File: src/rtl/cell_request_arbiter_pkg.sv
// Shared types for the tic-tac-toe cell request path: cell index/one-hot types,
// arbiter states and requester source codes.
package tictactoe_pkg;
  localparam int NUM_CELLS = 9;

  typedef logic [3:0]           cell_idx_t;
  typedef logic [NUM_CELLS-1:0] cell_oh_t;

  typedef enum logic [1:0] {IDLE, GRANT, GAP} arb_state_t;

  localparam logic SRC_MOUSE = 1'b0;
  localparam logic SRC_KEY   = 1'b1;
endpackage

File: src/rtl/cell_request_arbiter_if.sv
// Request/grant bundle between the two requesters, the board state and the arbiter.
interface cell_request_arbiter_if;
  logic                   mouse_valid;
  tictactoe_pkg::cell_idx_t mouse_cell;
  logic                   key_valid;
  tictactoe_pkg::cell_idx_t key_cell;
  logic                   block;
  tictactoe_pkg::cell_oh_t  x;
  tictactoe_pkg::cell_oh_t  o;
  tictactoe_pkg::cell_oh_t  cuadro;
  logic                   ack_mouse;
  logic                   ack_key;
  logic                   rej_mouse;
  logic                   rej_key;
  logic                   busy;
  logic                   grant_src;

  modport master (
    output mouse_valid, mouse_cell, key_valid, key_cell, block, x, o,
    input  cuadro, ack_mouse, ack_key, rej_mouse, rej_key, busy, grant_src
  );

  modport slave (
    input  mouse_valid, mouse_cell, key_valid, key_cell, block, x, o,
    output cuadro, ack_mouse, ack_key, rej_mouse, rej_key, busy, grant_src
  );
endinterface

File: src/rtl/cell_index_decoder.sv
// 4-bit cell index to 9-bit one-hot; indices past the board decode to zero.
module cell_index_decoder
  import tictactoe_pkg::*;
(
  input  cell_idx_t idx_i,
  output cell_oh_t  onehot_o,
  output logic      in_range_o
);
  assign in_range_o = (idx_i < cell_idx_t'(NUM_CELLS));
  assign onehot_o   = in_range_o ? (cell_oh_t'(1) << idx_i) : '0;
endmodule

File: src/rtl/cell_request_arbiter.sv
// Round-robin arbiter sharing the game FSM's one-hot cuadro input between mouse and keypad.
// Optional CELL_OCCUPIED_FILTER_EN rejects requests to cells already taken on x|o.
module cell_request_arbiter
  import tictactoe_pkg::*;
#(
  parameter int HOLD_CYCLES = 4,
  parameter int GAP_CYCLES  = 2
) (
  input logic                   clk_100MHz,
  input logic                   rst_n,
  cell_request_arbiter_if.slave bus
);
  localparam int CNT_MAX = (HOLD_CYCLES > GAP_CYCLES) ? HOLD_CYCLES : GAP_CYCLES;
  localparam int CNT_W   = $clog2(CNT_MAX + 1);
  typedef logic [CNT_W-1:0] cnt_t;
  localparam cnt_t HOLD_LAST = cnt_t'(HOLD_CYCLES - 1);
  localparam cnt_t GAP_LAST  = cnt_t'(GAP_CYCLES - 1);

  // Per-source vectors indexed by SRC_MOUSE / SRC_KEY.
  logic     [1:0]            valid, elig, good, in_range;
  cell_idx_t [1:0]           cell_idx;
  logic     [1:0][NUM_CELLS-1:0] oh;
  logic     [1:0]            armed_q, armed_d, ack_q, ack_d, rej_q, rej_d;

  arb_state_t state_q, state_d;
  cnt_t       cnt_q, cnt_d;
  cell_oh_t   cell_q, cell_d;
  logic       src_q, src_d, last_q, last_d;
  logic       win, lose;

  assign valid    = {bus.key_valid, bus.mouse_valid};
  assign cell_idx = {bus.key_cell, bus.mouse_cell};
  assign elig     = valid & armed_q & {2{~bus.block}};

`ifdef CELL_OCCUPIED_FILTER_EN
  cell_oh_t occ;
  assign occ = bus.x | bus.o;
`else
  logic unused_xo;
  assign unused_xo = ^{bus.x, bus.o};
`endif

  for (genvar s = 0; s < 2; s++) begin : g_src
    cell_index_decoder u_dec (
      .idx_i      (cell_idx[s]),
      .onehot_o   (oh[s]),
      .in_range_o (in_range[s])
    );
`ifdef CELL_OCCUPIED_FILTER_EN
    assign good[s] = in_range[s] & ~|(oh[s] & occ);
`else
    assign good[s] = in_range[s];
`endif
  end

  // On a tie the source that did not win last time goes first.
  assign win  = (elig == 2'b11) ? ~last_q : elig[SRC_KEY];
  assign lose = ~win;

  always_comb begin
    state_d = state_q;
    cnt_d   = cnt_q;
    cell_d  = cell_q;
    src_d   = src_q;
    last_d  = last_q;
    ack_d   = '0;
    rej_d   = '0;
    unique case (state_q)
      IDLE: begin
        if (|elig) begin
          if (good[win]) begin
            state_d    = GRANT;
            cnt_d      = '0;
            cell_d     = oh[win];
            src_d      = win;
            last_d     = win;
            ack_d[win] = 1'b1;
          end else begin
            // A good loser waits for the next IDLE cycle; a bad one is dropped now too.
            rej_d[win] = 1'b1;
            if (elig[lose] && !good[lose]) rej_d[lose] = 1'b1;
          end
        end
      end
      GRANT: begin
        if (cnt_q == HOLD_LAST) begin
          state_d = GAP;
          cnt_d   = '0;
        end else begin
          cnt_d = cnt_q + cnt_t'(1);
        end
      end
      GAP: begin
        if (cnt_q == GAP_LAST) begin
          state_d = IDLE;
          cnt_d   = '0;
        end else begin
          cnt_d = cnt_q + cnt_t'(1);
        end
      end
      default: state_d = IDLE;
    endcase
    // A held level must be seen low before it can request again.
    armed_d = (armed_q | ~valid) & ~ack_d & ~rej_d;
  end

  always_ff @(posedge clk_100MHz) begin
    if (!rst_n) begin
      state_q <= IDLE;
      cnt_q   <= '0;
      cell_q  <= '0;
      src_q   <= SRC_MOUSE;
      last_q  <= SRC_KEY;
      armed_q <= '0;
      ack_q   <= '0;
      rej_q   <= '0;
    end else begin
      state_q <= state_d;
      cnt_q   <= cnt_d;
      cell_q  <= cell_d;
      src_q   <= src_d;
      last_q  <= last_d;
      armed_q <= armed_d;
      ack_q   <= ack_d;
      rej_q   <= rej_d;
    end
  end

  assign bus.cuadro    = (state_q == GRANT) ? cell_q : '0;
  assign bus.busy      = (state_q != IDLE);
  assign bus.grant_src = src_q;
  assign bus.ack_mouse = ack_q[SRC_MOUSE];
  assign bus.ack_key   = ack_q[SRC_KEY];
  assign bus.rej_mouse = rej_q[SRC_MOUSE];
  assign bus.rej_key   = rej_q[SRC_KEY];
endmodule

File: src/flat_wrapper.sv
// flat-port wrapper written by rule: the top's interface ports become plain ports
module cell_request_arbiter_flat import tictactoe_pkg::*;
#(
  parameter int HOLD_CYCLES = 4,
  parameter int GAP_CYCLES  = 2
)
  (clk_100MHz, rst_n, bus_mouse_valid, bus_mouse_cell, bus_key_valid, bus_key_cell, bus_block, bus_x, bus_o, bus_cuadro, bus_ack_mouse, bus_ack_key, bus_rej_mouse, bus_rej_key, bus_busy, bus_grant_src);
  cell_request_arbiter_if bus_i ();
  input logic clk_100MHz;
  input logic rst_n;
  input wire logic [$bits(bus_i.mouse_valid)-1:0] bus_mouse_valid;
  input wire logic [$bits(bus_i.mouse_cell)-1:0] bus_mouse_cell;
  input wire logic [$bits(bus_i.key_valid)-1:0] bus_key_valid;
  input wire logic [$bits(bus_i.key_cell)-1:0] bus_key_cell;
  input wire logic [$bits(bus_i.block)-1:0] bus_block;
  input wire logic [$bits(bus_i.x)-1:0] bus_x;
  input wire logic [$bits(bus_i.o)-1:0] bus_o;
  output wire logic [$bits(bus_i.cuadro)-1:0] bus_cuadro;
  output wire logic [$bits(bus_i.ack_mouse)-1:0] bus_ack_mouse;
  output wire logic [$bits(bus_i.ack_key)-1:0] bus_ack_key;
  output wire logic [$bits(bus_i.rej_mouse)-1:0] bus_rej_mouse;
  output wire logic [$bits(bus_i.rej_key)-1:0] bus_rej_key;
  output wire logic [$bits(bus_i.busy)-1:0] bus_busy;
  output wire logic [$bits(bus_i.grant_src)-1:0] bus_grant_src;
  assign bus_i.mouse_valid = bus_mouse_valid;
  assign bus_i.mouse_cell = bus_mouse_cell;
  assign bus_i.key_valid = bus_key_valid;
  assign bus_i.key_cell = bus_key_cell;
  assign bus_i.block = bus_block;
  assign bus_i.x = bus_x;
  assign bus_i.o = bus_o;
  assign bus_cuadro = bus_i.cuadro;
  assign bus_ack_mouse = bus_i.ack_mouse;
  assign bus_ack_key = bus_i.ack_key;
  assign bus_rej_mouse = bus_i.rej_mouse;
  assign bus_rej_key = bus_i.rej_key;
  assign bus_busy = bus_i.busy;
  assign bus_grant_src = bus_i.grant_src;
  cell_request_arbiter #(.HOLD_CYCLES(HOLD_CYCLES), .GAP_CYCLES(GAP_CYCLES)) u_core (.clk_100MHz(clk_100MHz), .rst_n(rst_n), .bus(bus_i));
endmodule
File: config.mk
export PLATFORM = sky130hd
export DESIGN_NAME = cell_request_arbiter_flat
export DESIGN_NICKNAME = d
export VERILOG_FILES = /design/src/rtl/cell_request_arbiter_pkg.sv /design/src/rtl/cell_request_arbiter_if.sv /design/src/rtl/cell_index_decoder.sv /design/src/rtl/cell_request_arbiter.sv /design/src/flat_wrapper.sv
export SDC_FILE = /design/constraint.sdc
export NUM_CORES = 1
export LEC_CHECK = 0
export BUFFER_PORTS_ARGS = -buffer_cell sky130_fd_sc_hd__buf_2
export CORE_MARGIN = 10
export CORE_UTILIZATION = 54
export CTS_CLUSTER_SIZE = 12
export DETAILED_ROUTE_END_ITERATION = 8
export PLACE_DENSITY = 0.77
export RECOVER_POWER = 25
export SYNTH_ARGS = -nofsm -noshare
export SYNTH_HDL_FRONTEND = slang
export SYNTH_HIERARCHICAL = 1
export SYNTH_SLANG_ARGS = --single-unit
File: constraint.sdc
create_clock -name clk_100MHz -period 2.2 [get_ports clk_100MHz]
set_input_delay 0.11 -clock clk_100MHz [delete_from_list [all_inputs] [get_ports clk_100MHz]]
set_output_delay 0.11 -clock clk_100MHz [all_outputs]
set_load 0.1 [all_outputs]
After elaboration in Yosys (flattened, before gate mapping)
Cells that the tools add are included.
{"block": "op_classes", "addsub": 1, "magnitude_cmp": 6, "n_eq_ne": 9, "n_shift": 2, "muxes": 33, "n_bitwise": 12, "reduce_logical": 11}
{"op": "2-to-1 mux 9 bit", "n": 5}
{"op": "2-to-1 mux 2 bit", "n": 11}
{"op": "left shift 1 x 4 -> 9 bit, first input constant", "n": 2}
{"op": "2-to-1 mux 3 bit", "n": 4}
{"op": "2-to-1 mux 1 bit", "n": 9}
{"op": "one-hot mux 3 bit (3 select lines)", "n": 1}
{"op": "bitwise AND 2 bit", "n": 4}
{"op": "less-than comparator 4 bit, second input constant", "n": 2}
{"op": "inequality test 2 x 1 -> 1 bit, second input constant", "n": 4}
{"op": "inverter 2 bit", "n": 3}
{"op": "one-hot mux 2 bit (3 select lines)", "n": 1}
{"op": "AND reduction 3 bit", "n": 2}
{"op": "equality test 2 bit, second input constant", "n": 2}
{"op": "less-than comparator 1 x 2 -> 1 bit, second input constant", "n": 2}
{"op": "OR 2 bit", "n": 2}
{"op": "AND reduction 4 bit", "n": 1}
{"op": "adder 3 x 1 -> 3 bit, second input constant", "n": 1}
{"op": "equality test 3 x 1 -> 1 bit, second input constant", "n": 1}
{"op": "equality test 3 x 2 -> 1 bit, second input constant", "n": 1}
{"op": "logical AND 1 bit", "n": 3}
{"op": "inverter 1 bit", "n": 3}
{"op": "nonzero test 3 bit", "n": 1}
{"op": "demux 1 bit (select 1 bit)", "n": 2}
{"op": "equality test 2 x 1 -> 1 bit, second input constant", "n": 1}
{"op": "other kinds (5)", "n": 6}
{"block": "word_totals", "regBits": 22, "in_bits": 31, "output_inout_bits": 15}

Depth between registers and ports, before layout
{"block": "logic_depth", "depth_word": 16, "depth_mapped": 7, "depth_no_buf": 7}

Cells and area by module
The synthesis kept the hierarchy.
{"mod": "cell_request_arbiter", "instances": 1, "cells_per_inst": 156, "area_per_inst_um2": 1455.1, "seq_area_each_um2": 440.4}
{"mod": "cell_index_decoder", "instances": 2, "cells_per_inst": 14, "area_per_inst_um2": 206.4, "seq_area_each_um2": 0.0}

Least setup slack after synthesis
OpenSTA, ideal clock, no wires.
{"block": "synth_path", "kind": "flip-flop to output port", "start": "reg u_core.state_q[1]", "end": "out bus_cuadro[7]", "arrival_ps": 2079, "slack_ps": 11, "path_stages_with_launch": 5, "path_buffers": 0, "path_cell_list": "dfxtp_1 -> inv_1 -> ha_1 -> clkinv_1 -> nor2_1"}
{"block": "synth_between", "elab_chain_len": 2}
{"element": "start: declaration", "line": "cell_request_arbiter.sv:25", "rtl": "arb_state_t state_q, state_d;"}
{"element": "start signal: assignment", "line": "cell_request_arbiter.sv:118", "rtl": "state_q <= state_d;"}
{"element": "equality test 2 x 1 -> 1 bit", "line": "cell_request_arbiter.sv:129", "rtl": "assign bus.cuadro = (state_q == GRANT) ? cell_q : '0;"}
{"element": "2-to-1 mux 9 bit", "line": "cell_request_arbiter.sv:129"}
{"element": "end: declaration", "line": "flat_wrapper.sv:18", "rtl": "output wire logic [$bits(bus_i.cuadro)-1:0] bus_cuadro;"}
No other way between the ends.

Worst setup path in the final report
Ends and elaborated chain as after synthesis.

==> results.md <==
| Item | Value |
|---|---|
| Row Count | 21 |
| Worst-margin pin slew | 1180 ps |
| LEAKAGE | 0.738 nW |
| Core Footprint | 0.00334 mm^2 |
| Net count after synthesis | 224 |
| Maxcap violations | 0 |
| Simple-gate share of the synthesized area | 33.4% |
| H-tree depth reported by CTS | 1 |
| Max-slew headroom | 21.4% |
| Commonest cells after routing, fill and taps aside | 22 x sky130_fd_sc_hd__dfxtp_1, 21 x sky130_fd_sc_hd__buf_2, 19 x sky130_fd_sc_hd__inv_1 |
| Final-report setup violation count | 0 |
| CP endpoint | bus_cuadro[7] |
| Number of placed I/O pins | 46 |
| Total of flip-flops plus latches after synthesis | 22 |
| Sum of routed wire length over all layers | 3860 um |
| Setup slack on the worst flop-to-flop path | 260 ps |
| Proportion of synthesized area in mux cells | 2.68% |
| Endpoint type of the worst setup path | primary output |
| Die Span X | 78.8 um |
| Xor/xnor share of the synthesized area | 0% |
| Wire length of the first global-routing pass | 6680 um |
| Full die area | 0.00621 mm^2 |
| Crit path largest cell delay | 440 ps |
| Yosys synthesis warning count | 6 |
| Period minus WS final | 1990 ps |
| Detail Route Antenna Nets | 0 |
| Maximum vdd ir drop | 0.193 mV |
| Worst endpoint data arrival time | 1880 ps |
| Number of I/O port buffers | 27 |
| Maximum number of pins on one net before global-route repair | 22 |
| Number of instances in the synthesized netlist | 184 |
| Hold Path Class | in -> reg |
| Setup TNS Final | 0 ps |
| Number of remaining DRC errors | 0 |
| Outcome | completed |
| Via-to-Cell Ratio | 5.80 |
| Worst Skew | 5.30 ps |
| Total clock buffers created by CTS | 3 |
| Launching element type of the critical path | register |
| Setup repair after global routing missed its margin | no |
| Ordered list of cells on the worst path | inv_1, ha_1, clkinv_1, nor2_1, buf_2 |
| Clk root buf | sky130_fd_sc_hd__clkbuf_4 |
| Final Max Tran Viols | 0 |
| Die boundary height | 78.8 um |
| Proportion of layout cells with a drive suffix above 1 | 32.8% |
| Overall power of the completed layout | 0.970 mW |
| Post-cts gate resize count | 0 |
| Vias after detailed routing | 1414 |
| Overflow left after global routing | 0 |
| Clock latency at the later pin of the worst-skew pair | 300 ps |
| Slowest-stage cell, CP | sky130_fd_sc_hd__buf_2 |
| Fmax | 0.501 GHz |
| Most common cell after layout, fill and taps aside | sky130_fd_sc_hd__dfxtp_1 |
| Number of iterations in the first detailed-routing pass | 4 |
| Antenna violations before repair | 0 |
| Register clock-pin slew on the reported worst setup and hold paths | 120 ps |
| Final weighted congestion in routability-driven placement | 0.796 |
| First element of the critical path | u_core/state_q[1] |
| Synthesized-area fraction occupied by adder cells | 6.03% |
| Top_reg_cell synth | sky130_fd_sc_hd__dfxtp_1 |
| Final antenna diode count | 0 |
| Violation count after the first detailed-routing iteration | 62 |
| Critical path peak fanout | 10 |
| Number of hold-repair buffers added at the cts stage | 0 |
| All-Layer GR Usage | 12.5% |
| Hold violation count in the final report | 0 |
| Required time of the critical path | 2090 ps |
| Longest Clk Path Bufs | 2 |
| Detail-routed net length per standard cell | 15.8 um |
| Synthesized area | 0.00187 mm^2 |
| Sinks on the clock net | 22 |
| Post-route clock period utilization | 90.7% |
| Signed area change from the synthesized netlist to the final layout | 4.02% |
| Count of buffers added by post-CTS timing repair for setup | 0 |
| Final-stage net count | 240 |
| HPWL after detailed placement | 3000 um |
| Synthesized-area fraction occupied by ao, oa, aoi and oai cells | 22.4% |
| Main combinational cell family by area after synthesis | simple AND/OR/NAND/NOR gates |
| Average cell area after synthesis | 10.2 um^2 |
| Post-synth cell types | 50 |
| Cells on worst reg2reg path | 6 |
| Startpoint of the lowest-slack register-to-register path | u_core/state_q[0] |
| Sequential-to-total area share from yosys stat | 23.6% |
| Number of synthesized flops with an enable pin | 0 |
| Initial core utilization | 56.0% |
| Number of global-route vias before repair | 1416 |
| FFs w/ async S/R, synth | 0% |
| Clock tree from TritonCTS | built |
| Pwr/cell area | 499 mW/mm^2 |
| Endpoint of the worst-slack reg-to-reg timing path | u_core/armed_q[1] |
| Worst setup path class | reg -> out |
[worst min path at each step]
stage / from / end / slack [ps] / cells past startpoint
after floorplan: bus_mouse_valid / u_core/armed_q[0] / 210 / 1
after global placement: bus_mouse_valid / u_core/armed_q[0] / 370 / 2
after detailed placement: bus_mouse_valid / u_core/armed_q[0] / 380 / 2
after CTS: bus_mouse_valid / u_core/armed_q[0] / 50 / 2
after global routing: bus_mouse_valid / u_core/armed_q[0] / 80 / 2
final: bus_mouse_valid / u_core/armed_q[0] / 70 / 2
[per-stage QoR]
stage	instance area, um^2	hold slack (ps)	worst slack [ps]	instances	utilization [%]
3_5_place_dp	1930	381	303	241	57.8
4_1_cts	1950	52.0	188	244	58.5
3_3_place_gp	1930	372	407	241	57.8
6_report	1940	74.0	205	244	58.2
2_1_floorplan	1870	209	11.4	184	-
5_1_grt	1940	81.7	48.2	244	58.2
[kinds of logic (layout without fill, tap and decap cells)]
logic type      count (synthesis)  count (layout)
mux                             5               5
simple gates                   66              66
flops                          22              22
compound gates                 44              44
buf+inv                        38              52
fa+ha+maj                       9               9
[cell type report]
| cell class | instances | area (um^2) |
|---|---|---|
| clock buffers | 3 | 22.5 |
| fillers | 301 | 1390 |
| inverters | 20 | 75.1 |
| multi-input cells | 124 | 1200 |
| flip-flops and latches | 22 | 440 |
| well taps | 46 | 57.6 |
| repair buffers | 29 | 144 |
[synthesized netlist by cell type, types with 2 or more instances]
master                      number  area (um^2)
sky130_fd_sc_hd__nor4b_4         8          190
sky130_fd_sc_hd__nor2_1          9         33.8
sky130_fd_sc_hd__nor3_1          3         15.0
sky130_fd_sc_hd__nor4_4          2         42.5
sky130_fd_sc_hd__a31oi_1         2         12.5
sky130_fd_sc_hd__and2_1          2         12.5
sky130_fd_sc_hd__and2b_1         2         15.0
sky130_fd_sc_hd__o31ai_1         3         22.5
sky130_fd_sc_hd__a21oi_1         2         10.0
sky130_fd_sc_hd__a21o_1          2         15.0
sky130_fd_sc_hd__a21boi_0        9         67.6
sky130_fd_sc_hd__buf_4           6         45.0
sky130_fd_sc_hd__clkbuf_1        5         18.8
sky130_fd_sc_hd__and4b_2         2         22.5
sky130_fd_sc_hd__a211oi_1        8         60.1
sky130_fd_sc_hd__inv_1          19         71.3
sky130_fd_sc_hd__nand2_1         9         33.8
sky130_fd_sc_hd__a2111oi_2       9          135
sky130_fd_sc_hd__and3_1          9         56.3
sky130_fd_sc_hd__ha_1            9          113
sky130_fd_sc_hd__nand4b_1        2         17.5
sky130_fd_sc_hd__buf_6           4         45.0
sky130_fd_sc_hd__dfxtp_1        22          440
sky130_fd_sc_hd__and4bb_2        6         75.1
sky130_fd_sc_hd__mux2i_1         5         50.1
[power breakdown]
| part | internal, mW | switching (mW) |
|---|---|---|
| clock network | 0.0638 | 0.114 |
| registers | 0.419 | 0.0146 |
| logic | 0.111 | 0.248 |
[metal layers]
metal,vias up,GRT usage [%],wire length (um)
met5,-,0,0
met4,0,4.48,63
met3,4,2.25,188
met2,35,21.8,1920
met1,670,15.1,1690
li1,705,-,-
[sequential cells by signal (all words and copies together) (netlist names)]
name and flops:
u_core/cell_q 9, u_core/cnt_q 3, u_core/ack_q 2, u_core/armed_q 2, u_core/rej_q 2, u_core/state_q 2
u_core/bus.grant_src 1, u_core/last_q 1
[critical path, delay by kind of cell (launching register included)]
kind,cells,cell delay [ps]
adders and majority gates,1,230
buffers and inverters,3,800
DFF,1,370
and+or+nand+nor,1,190
No activity file was read; power rests on OpenSTA's default activity.
